**src/rtl/spc_pcx_pkg.sv**
```systemverilog
// Shared constants, destination encodings and FSM type for the core-side PCX
// request issuer.
package spc_pcx_pkg;

    localparam int DEST_W  = 5;
    localparam int PKT_W   = 124;
    localparam int CREDITS = 2;
    localparam int CNT_W   = $clog2(CREDITS + 1);

    localparam logic [DEST_W-1:0] DEST_L2B0 = 5'b00001;
    localparam logic [DEST_W-1:0] DEST_L2B1 = 5'b00010;
    localparam logic [DEST_W-1:0] DEST_L2B2 = 5'b00100;
    localparam logic [DEST_W-1:0] DEST_L2B3 = 5'b01000;
    localparam logic [DEST_W-1:0] DEST_IO   = 5'b10000;

    typedef enum logic {
        IDLE  = 1'b0,
        ATOM2 = 1'b1
    } req_state_e;

    function automatic logic is_onehot(input logic [DEST_W-1:0] d);
        return (d != '0) && ((d & (d - 1'b1)) == '0);
    endfunction

endpackage

```
**src/rtl/spc_pcx_credit_ctr.sv**
```systemverilog
// One per-destination PCX queue credit counter: saturating up/down with an
// overflow pulse when a grant arrives while already full.
module spc_pcx_credit_ctr
    import spc_pcx_pkg::*;
(
    input  logic             clk,
    input  logic             srst,
    input  logic             inc,
    input  logic             dec,
    output logic [CNT_W-1:0] count,
    output logic             ovf
);

    localparam logic [CNT_W-1:0] FULL = CNT_W'(CREDITS);

    logic [CNT_W-1:0] count_reg;

    // A simultaneous grant and accept cancel out, so only a lone grant can overflow.
    assign ovf   = inc && !dec && (count_reg == FULL);
    assign count = count_reg;

    always_ff @(posedge clk) begin
        if (srst) begin
            count_reg <= FULL;
        end else if (inc && !dec && (count_reg != FULL)) begin
            count_reg <= count_reg + 1'b1;
        end else if (dec && !inc && (count_reg != '0)) begin
            count_reg <= count_reg - 1'b1;
        end
    end

endmodule

```
**src/rtl/spc_pcx_req_ctl.sv**
```systemverilog
// Core-side PCX request issuer: credit-gated accept, atomic pair sequencing and
// the pq/pa output pipeline. Define SPC_PCX_REQ_ERR_EN to build protocol error checks.
module spc_pcx_req_ctl
    import spc_pcx_pkg::*;
(
    input  logic                    rclk,
    input  logic                    reset,
    input  logic                    ifc_req_vld,
    input  logic [DEST_W-1:0]       ifc_req_dest,
    input  logic                    ifc_req_atom,
    input  logic [PKT_W-1:0]        ifc_req_data,
    output logic                    ifc_req_ack,
    output logic [DEST_W-1:0]       spc_pcx_req_pq,
    output logic                    spc_pcx_atom_pq,
    output logic [PKT_W-1:0]        spc_pcx_data_pa,
    input  logic [DEST_W-1:0]       pcx_spc_grant_px,
    output logic [DEST_W*CNT_W-1:0] spc_pcx_credit,
    output logic                    spc_pcx_err
);

    req_state_e        state_reg;
    logic [DEST_W-1:0] atom_dest_reg;
    logic [DEST_W-1:0] req_pq_reg;
    logic              atom_pq_reg;
    logic [PKT_W-1:0]  data_s1_reg;
    logic [PKT_W-1:0]  data_pa_reg;

    logic [CNT_W-1:0]  credit [DEST_W];
    logic [DEST_W-1:0] ovf;
    logic [DEST_W-1:0] dec;
    logic [CNT_W-1:0]  sel_credit;
    logic              dest_ok;
    logic              ack;

    assign dest_ok = is_onehot(ifc_req_dest);

    always_comb begin
        sel_credit = '0;
        for (int i = 0; i < DEST_W; i++) begin
            if (ifc_req_dest[i]) sel_credit = sel_credit | credit[i];
        end
    end

    // An atomic first half needs a full queue so its second half can never be refused.
    always_comb begin
        ack = 1'b0;
        if (!reset && ifc_req_vld && dest_ok) begin
            if (state_reg == ATOM2)
                ack = (ifc_req_dest == atom_dest_reg);
            else if (ifc_req_atom)
                ack = (sel_credit == CNT_W'(CREDITS));
            else
                ack = (sel_credit != '0);
        end
    end

    assign ifc_req_ack = ack;

    for (genvar gi = 0; gi < DEST_W; gi++) begin : g_credit
        assign dec[gi] = ack & ifc_req_dest[gi];

        spc_pcx_credit_ctr u_ctr (
            .clk   (rclk),
            .srst  (reset),
            .inc   (pcx_spc_grant_px[gi]),
            .dec   (dec[gi]),
            .count (credit[gi]),
            .ovf   (ovf[gi])
        );

        assign spc_pcx_credit[gi*CNT_W +: CNT_W] = credit[gi];
    end

    always_ff @(posedge rclk) begin
        if (reset) begin
            state_reg     <= IDLE;
            atom_dest_reg <= '0;
            req_pq_reg    <= '0;
            atom_pq_reg   <= 1'b0;
            data_s1_reg   <= '0;
            data_pa_reg   <= '0;
        end else begin
            req_pq_reg  <= ack ? ifc_req_dest : '0;
            atom_pq_reg <= ack && (state_reg == IDLE) && ifc_req_atom;
            data_s1_reg <= ack ? ifc_req_data : '0;
            data_pa_reg <= data_s1_reg;
            if (ack) begin
                case (state_reg)
                    IDLE: begin
                        if (ifc_req_atom) begin
                            state_reg     <= ATOM2;
                            atom_dest_reg <= ifc_req_dest;
                        end
                    end
                    ATOM2:   state_reg <= IDLE;
                    default: state_reg <= IDLE;
                endcase
            end
        end
    end

    assign spc_pcx_req_pq  = req_pq_reg;
    assign spc_pcx_atom_pq = atom_pq_reg;
    assign spc_pcx_data_pa = data_pa_reg;

`ifdef SPC_PCX_REQ_ERR_EN
    logic err_reg;
    logic err_event;

    assign err_event = (ifc_req_vld && !dest_ok)
                     || (ifc_req_vld && dest_ok && (state_reg == ATOM2)
                         && (ifc_req_dest != atom_dest_reg))
                     || (|ovf);

    always_ff @(posedge rclk) begin
        if (reset)
            err_reg <= 1'b0;
        else if (err_event)
            err_reg <= 1'b1;
    end

    assign spc_pcx_err = err_reg;
`else
    logic unused_ovf;
    assign unused_ovf  = |ovf;
    assign spc_pcx_err = 1'b0;
`endif

endmodule

```
**config.mk**
```make
export PLATFORM = sky130hd
export DESIGN_NAME = spc_pcx_req_ctl
export DESIGN_NICKNAME = d
export VERILOG_FILES = /design/src/rtl/spc_pcx_pkg.sv /design/src/rtl/spc_pcx_credit_ctr.sv /design/src/rtl/spc_pcx_req_ctl.sv
export SDC_FILE = /design/constraint.sdc
export NUM_CORES = 1
export LEC_CHECK = 0
export BUFFER_PORTS_ARGS = -buffer_cell sky130_fd_sc_hd__buf_4
export CAP_MARGIN = 20
export CORE_MARGIN = 2
export CORE_UTILIZATION = 52
export CTS_CLUSTER_DIAMETER = 50
export DETAILED_ROUTE_END_ITERATION = 6
export GPL_ROUTABILITY_DRIVEN = 1
export PLACE_DENSITY = 0.83
export SYNTH_ARGS = -nofsm -noshare
export SYNTH_HDL_FRONTEND = slang
export SYNTH_SLANG_ARGS = --single-unit
```
**constraint.sdc**
```tcl
create_clock -name rclk -period 5.38 [get_ports rclk]
set_clock_uncertainty 0.1 [all_clocks]
set_input_delay 1.614 -clock rclk [delete_from_list [all_inputs] [get_ports rclk]]
set_output_delay 1.614 -clock rclk [all_outputs]
set_load 0.03 [all_outputs]
```
==> results.txt, run 1 <==
----------------------------------------------------
[GRT]
  Global Route Usage Sum ... 0.1915
  First-pass GRT wire length ... 24850 µm
  Remaining global-route overflow ... 0
  Maximum number of pins on one net before global-route repair ... 125
  Vias in the first global route ... 4884
  Antenna violations before repair ... 0

[Floorplanning]
  Initial Utilization ... 0.5257
  Top-Level Pins ... 280
  Number of placement rows ... 45
  Chip Height ... 127.3 µm
  Area of the placeable core ... 15030 µm²
  Chip width ... 127.3 µm
  Die Area ... 16200 µm²

[Power]
  Clk pwr share ... 0.485
  Switching power ... 823.9 µW
  Internal ... 3.499 mW
  Part of the power in registers ... 0.471
  Leakage power ... 4.998 nW
  Logic gate share of total power ... 0.044
  Final total power ... 4.323 mW
  Max VDD drop ... 0.3190 mV
  Switching share of total power ... 0.1906
  Pwr/cell area ... 389.9 nW/µm²

[Finish]
  Post-layout utilization of the core ... 0.7375
  Fraction of layout cells with a size suffix above 1 ... 0.3595
  Most common cell after layout, fill and taps aside ... buf_4
  Leading cell types in the layout, fill and taps excluded ... buf_4, dfxtp_1, and2_1, nor2b_1, clkbuf_16
  Non-Filler Instances ... 1145
  Final non-filler cell area ... 11090 µm²
  Nets ... 1075
  Synthesis-to-finish area growth ... 40.29%
  Inserted Diodes ... 0
  Number of filler cells placed in the layout ... 1015

[STA]
  Final Hold Fails ... 0
  Max Clock Freq ... 0.2177 GHz
  RSZ-0062 raised after global routing ... no
  Final-report setup violation count ... 0
  Worst Max-Slew Pin Slew ... 1.045 ns
  Sum of negative setup slack ... 0 ns
  Tcrit/Tclk final ... 0.8538
  Total count of max-transition violations in the final report ... 0
  Crit path time final ... 4.593 ns
  Relative slew slack ... 0.3036

[Yosys]
  Syn Area/Cell ... 11.87 µm²
  Share of flip-flops with an asynchronous set or reset ... 0
  Synthesized instance count ... 666
  Cells taking the most area after synthesis ... dfxtp_1, and2_1, nor2b_1
  Top_reg_cell synth ... dfxtp_1
  Sequential share of the synthesized area ... 0.6840
  Flip-flop and latch count after synthesis ... 270
  Dominant cell type by area after synthesis ... dfxtp_1
  Mapped Nets ... 804
  Cell area after synthesis ... 7903 µm²
  Number of distinct library cells after synthesis ... 36
  Number of warnings reported in the yosys synthesis log ... 0
  Area share of the leading cell type in the synthesized netlist ... 0.6840
  Number of flops mapped to enable cells by yosys ... 0

[Clock network]
  H-tree lvl count ... 1
  CTS tree ... done
  Clock sink count ... 270
  Maximum clock insertion buffer count ... 3
  Inserted Clock Buffers ... 26
  Clk Tree Root Cell ... clkbuf_16
  Buffer count from post-CTS setup fixing ... 0
  Clk Latency, worst-skew pair ... 0.51 ns
  Clock transition at the registers of the reported paths ... 0.06 ns
  Hold buffers post-CTS ... 0
  Number of resized instances in the post-cts repair step ... 0

[Critical path]
  Start-to-end type of the worst setup path ... in2out
  Source of the worst register-to-register timing path ... g_credit[1].u_ctr.count[0]
  R2R Path End ... g_credit[1].u_ctr.count[0]
  Data required time at the worst endpoint ... 3.67 ns
  Register-to-register path setup slack ... 2.50 ns
  Largest fanout on the critical path ... 10
  Category of the worst setup path launch point ... input port
  CP endpoint kind ... output pin
  Number of cells on the worst reg-to-reg path ... 8
  Arrival @ worst endpoint ... 2.88 ns

[Placed design]
  Post-DP HPWL ... 10980 µm
  Number of buffer cells added on primary ports ... 278
  Cell Area, Placed ... 10060 µm²
  DP Cell Count ... 1097
  Routability congestion estimate ... 0.8135

[Route]
  Post-DR vias/cell ... 4.569
  Antenna Nets Post-Route ... 0
  First-pass detailed-route iteration total ... 5
  Total wirelength of the detailed-routed design ... 16370 µm
  Number of design-rule violations left by the first detailed-router iteration ... 192
  Average wire length per cell after detail routing ... 14.30 µm
  Final routed DRC violation total ... 0
  Number of vias after detailed routing ... 5231

[Job]
  Max-Cap Viols ... 0

[Hold path]
  Worst hold start ... data_s1_reg[52]
  Worst Hold Endpoint ... spc_pcx_data_pa[52]
  Worst Hold Path Cells ... 1
  Path type of the worst min-delay path ... reg2reg

[Run status]
  Result of the run ... finished, final reports clean

----------------------------------------------------
worst max-delay path, cell delays in order:
cell and delay (ns):
buf_4 0.16, nor4_2 0.30, xnor2_1 0.17, o2111ai_2 0.20, nor3_4 0.24, buf_4 0.19
stage by stage:
stage	worst slack, ns	hold WS, ns
global route	0.6742	0.3513
global placement	0.8143	0.3151
finish	0.7867	0.3285
floorplan	0.5279	0.3138
detailed placement	0.7966	0.3204
CTS	0.7888	0.3343
final cells by class:
type | count | area, µm² | share of cell area
flip-flops and latches | 270 | 5405 | 0.4875
multi-input cells | 354 | 2287 | 0.2063
repair buffers | 283 | 2125 | 0.1916
clock buffers | 36 | 759.5 | 0.06850
clock inverters | 12 | 267.8 | 0.02415
well taps | 188 | 235.2 | 0.02122
inverters | 2 | 7.507 | 0.0006771
routing by layer:
| metal | up-vias | part of all wire | track usage |
|---|---|---|---|
| li1 | 2628 | - | - |
| met1 | 2360 | 0.37 | 0.2085 |
| met2 | 213 | 0.50 | 0.3350 |
| met3 | 30 | 0.10 | 0.07496 |
| met4 | 0 | 0.032 | 0.07628 |
| met5 | - | 0 | 0 |
how the worst max path moves through the flow:
stage | from | to | slack (ns)
after global routing | ifc_req_dest[3] | ifc_req_ack | 0.67
after floorplan | ifc_req_dest[3] | ifc_req_ack | 0.53
after CTS | ifc_req_dest[3] | ifc_req_ack | 0.79
final | ifc_req_dest[3] | ifc_req_ack | 0.79
after detailed placement | ifc_req_dest[3] | ifc_req_ack | 0.80
after global placement | ifc_req_dest[3] | ifc_req_ack | 0.81
synth_stat cells, types with 3 or more instances:
library cell	n
a211oi_2	5
a21oi_1	15
a221oi_2	5
a31o_1	5
and2_1	129
buf_4	6
clkbuf_1	19
clkbuf_2	10
dfxtp_1	270
nand2_1	13
nand3_1	5
nor2_1	6
nor2b_1	129
nor3b_1	5
o21ai_0	11
o21ai_1	5
xnor2_1	3
xor2_1	3
cell families after synthesis:
logic type | synth area share
AO/OA/AOI/OAI | 0.05161
XOR/XNOR | 0.006651
adder cells (fa/ha/maj) | 0.001425
buffers and inverters | 0.02660
flip-flops | 0.6840
multiplexers | 0.001741
other | 0.0004745
AND/OR/NAND/NOR | 0.2275
power groups by stage:
| stage | clock network [mW] | registers (mW) | logic [mW] |
|---|---|---|---|
| global route | 2.21 | 2.04 | 0.208 |
| floorplan | 0 | 2.10 | 0.0680 |
| detailed placement | 0 | 2.08 | 0.192 |
| CTS | 2.13 | 2.04 | 0.194 |
| global placement | 0 | 2.08 | 0.189 |
| finish | 2.09 | 2.04 | 0.192 |
Power figures use the tool's default switching activity.
==> inputs of run 2 (changes only) <==
CORE_UTILIZATION = 49   (was 52)
PLACE_DENSITY = 0.79   (was 0.83)
clock period = 4.9 ns   (was 5.38 ns; I/O delays follow)
==> run 2 against run 1 <==
Die area grew 5.9%; first-iteration DRC count shrank 8.9%; power grew 3.2%; critical path depth is the same; utilization shrank 4.4 points; via count shrank 0.25%; sequential power grew 9.8%; critical path type unchanged; critical endpoint unchanged.
==> results.txt, run 2 (synthesis results as in run 1) <==
----------------------------------------------------
[Run status]
  Result of the run ... finished, final reports clean

[Clock network]
  Clk Latency, worst-skew pair ... 0.50 ns
  Maximum clock insertion buffer count ... 3
  Number of resized instances in the post-cts repair step ... 0
  Clock transition at the registers of the reported paths ... 0.06 ns
  Buffer count from post-CTS setup fixing ... 0
  Clk Tree Root Cell ... clkbuf_16
  H-tree lvl count ... 1
  Hold buffers post-CTS ... 0
  Clock sink count ... 270
  Inserted Clock Buffers ... 27
  CTS tree ... done

[Route]
  Final routed DRC violation total ... 0
  Average wire length per cell after detail routing ... 13.98 µm
  Number of vias after detailed routing ... 5218
  Number of design-rule violations left by the first detailed-router iteration ... 175
  First-pass detailed-route iteration total ... 4
  Antenna Nets Post-Route ... 0
  Total wirelength of the detailed-routed design ... 16340 µm
  Post-DR vias/cell ... 4.464

[Critical path]
  CP endpoint kind ... output pin
  Arrival @ worst endpoint ... 2.77 ns
  Number of cells on the worst reg-to-reg path ... 8
  Start-to-end type of the worst setup path ... in2out
  Cell class contributing the biggest share of worst-path delay ... simple AND/OR/NAND/NOR gates
  Category of the worst setup path launch point ... input port
  Critical-path cell list ... buf_4 -> nor4_2 -> xnor2_1 -> o2111ai_2 -> nor3_4 -> buf_4
  Worst Path Buf+Inv ... 2
  Critical path's largest stage delay ... 0.32 ns
  Critical Path Stages ... 6
  Source of the worst register-to-register timing path ... g_credit[1].u_ctr.count[0]
  Launching instance or port of the critical path ... ifc_req_dest[3]
  Data required time at the worst endpoint ... 3.33 ns
  Most frequent CP cell ... buf_4
  Largest fanout on the critical path ... 10
  Critical path's slowest cell ... nor4_2

[GRT]
  Maximum number of pins on one net before global-route repair ... 92
  Vias in the first global route ... 4852
  Remaining global-route overflow ... 0
  Global Route Usage Sum ... 0.1778
  First-pass GRT wire length ... 24020 µm
  Antenna violations before repair ... 0

[STA]
  Relative slew slack ... 0.4537
  Total count of max-transition violations in the final report ... 0
  RSZ-0062 raised after global routing ... no
  Final-report setup violation count ... 0
  Sum of negative setup slack ... 0 ns
  Max Clock Freq ... 0.2304 GHz
  Final Hold Fails ... 0
  Worst Max-Slew Pin Slew ... 0.8194 ns
  Tcrit/Tclk final ... 0.8857
  Crit path time final ... 4.340 ns

[Power]
  Pwr/cell area ... 406.6 nW/µm²
  Leakage power ... 4.927 nW
  Max VDD drop ... 0.3032 mV

[Placed design]
  Post-DP HPWL ... 11350 µm
  Number of buffer cells added on primary ports ... 278
  DP Cell Count ... 1125
  Cell Area, Placed ... 10090 µm²
  Routability congestion estimate ... 0.7887

[Floorplanning]
  Chip width ... 131.0 µm
  Initial Utilization ... 0.4993
  Top-Level Pins ... 280
  Area of the placeable core ... 15830 µm²
  Chip Height ... 131.0 µm
  Number of placement rows ... 46
  Die Area ... 17160 µm²

[Job]
  Max-Cap Viols ... 0

[Finish]
  Nets ... 1076
  Fraction of layout cells with a size suffix above 1 ... 0.3599
  Inserted Diodes ... 0
  Final non-filler cell area ... 10970 µm²
  Leading cell types in the layout, fill and taps excluded ... buf_4, dfxtp_1, and2_1, nor2b_1, clkbuf_16
  Most common cell after layout, fill and taps aside ... buf_4
  Synthesis-to-finish area growth ... 38.87%
  Non-Filler Instances ... 1169
  Post-layout utilization of the core ... 0.6934

[Hold path]
  Worst hold start ... data_s1_reg[84]
  Worst Hold Path Cells ... 1
  Path type of the worst min-delay path ... reg2reg

----------------------------------------------------
==> run 2: cell types whose count changed in the layout (fill, tap and decap cells not counted), sizes merged <==
cell	before	now
inv	2	4
clkinvlp	0	2
clkbuf	36	31
clkinv	4	6
bufinv	8	3
==> run 2: cell type report <==
| cell class | count | area, µm² |
|---|---|---|
| fillers | 1145 | 4853 |
| repair buffers | 283 | 2125 |
| flip-flops and latches | 270 | 5405 |
| well taps | 216 | 270.3 |
| inverters | 2 | 7.507 |
| clock inverters | 13 | 158.9 |
| multi-input cells | 354 | 2287 |
| clock buffers | 31 | 720.7 |
==> run 2: worst paths after layout <==
check	endpoint	slack, ns
max	ifc_req_ack	0.56
min	spc_pcx_data_pa[84]	0.32
max reg2reg	g_credit[3].u_ctr.count[0]	1.88
min reg2reg	spc_pcx_data_pa[84]	0.32
==> run 2: routing by layer <==
layer	track usage	share of wire
met1	0.1992	0.38
met2	0.3075	0.49
met3	0.06433	0.11
met4	0.07196	0.029
met5	0	0
==> run 2: through the flow <==
step / hold slack [ns] / setup WS [ns] / power, mW
3_3_place_gp: 0.3157 / 0.6084 / 2.492
6_report: 0.3197 / 0.5601 / 4.462
5_1_grt: 0.3431 / 0.5221 / 4.630
2_1_floorplan: 0.3138 / 0.3359 / 2.380
4_1_cts: 0.3237 / 0.5471 / 4.519
3_5_place_dp: 0.3204 / 0.5522 / 2.496
==> run 2: where the power goes <==
part           total [mW]  switching, mW  internal, mW
combinational       0.210         0.0973         0.113
clock                2.02          0.808          1.21
sequential           2.24         0.0105          2.22
total                4.46          0.916          3.55
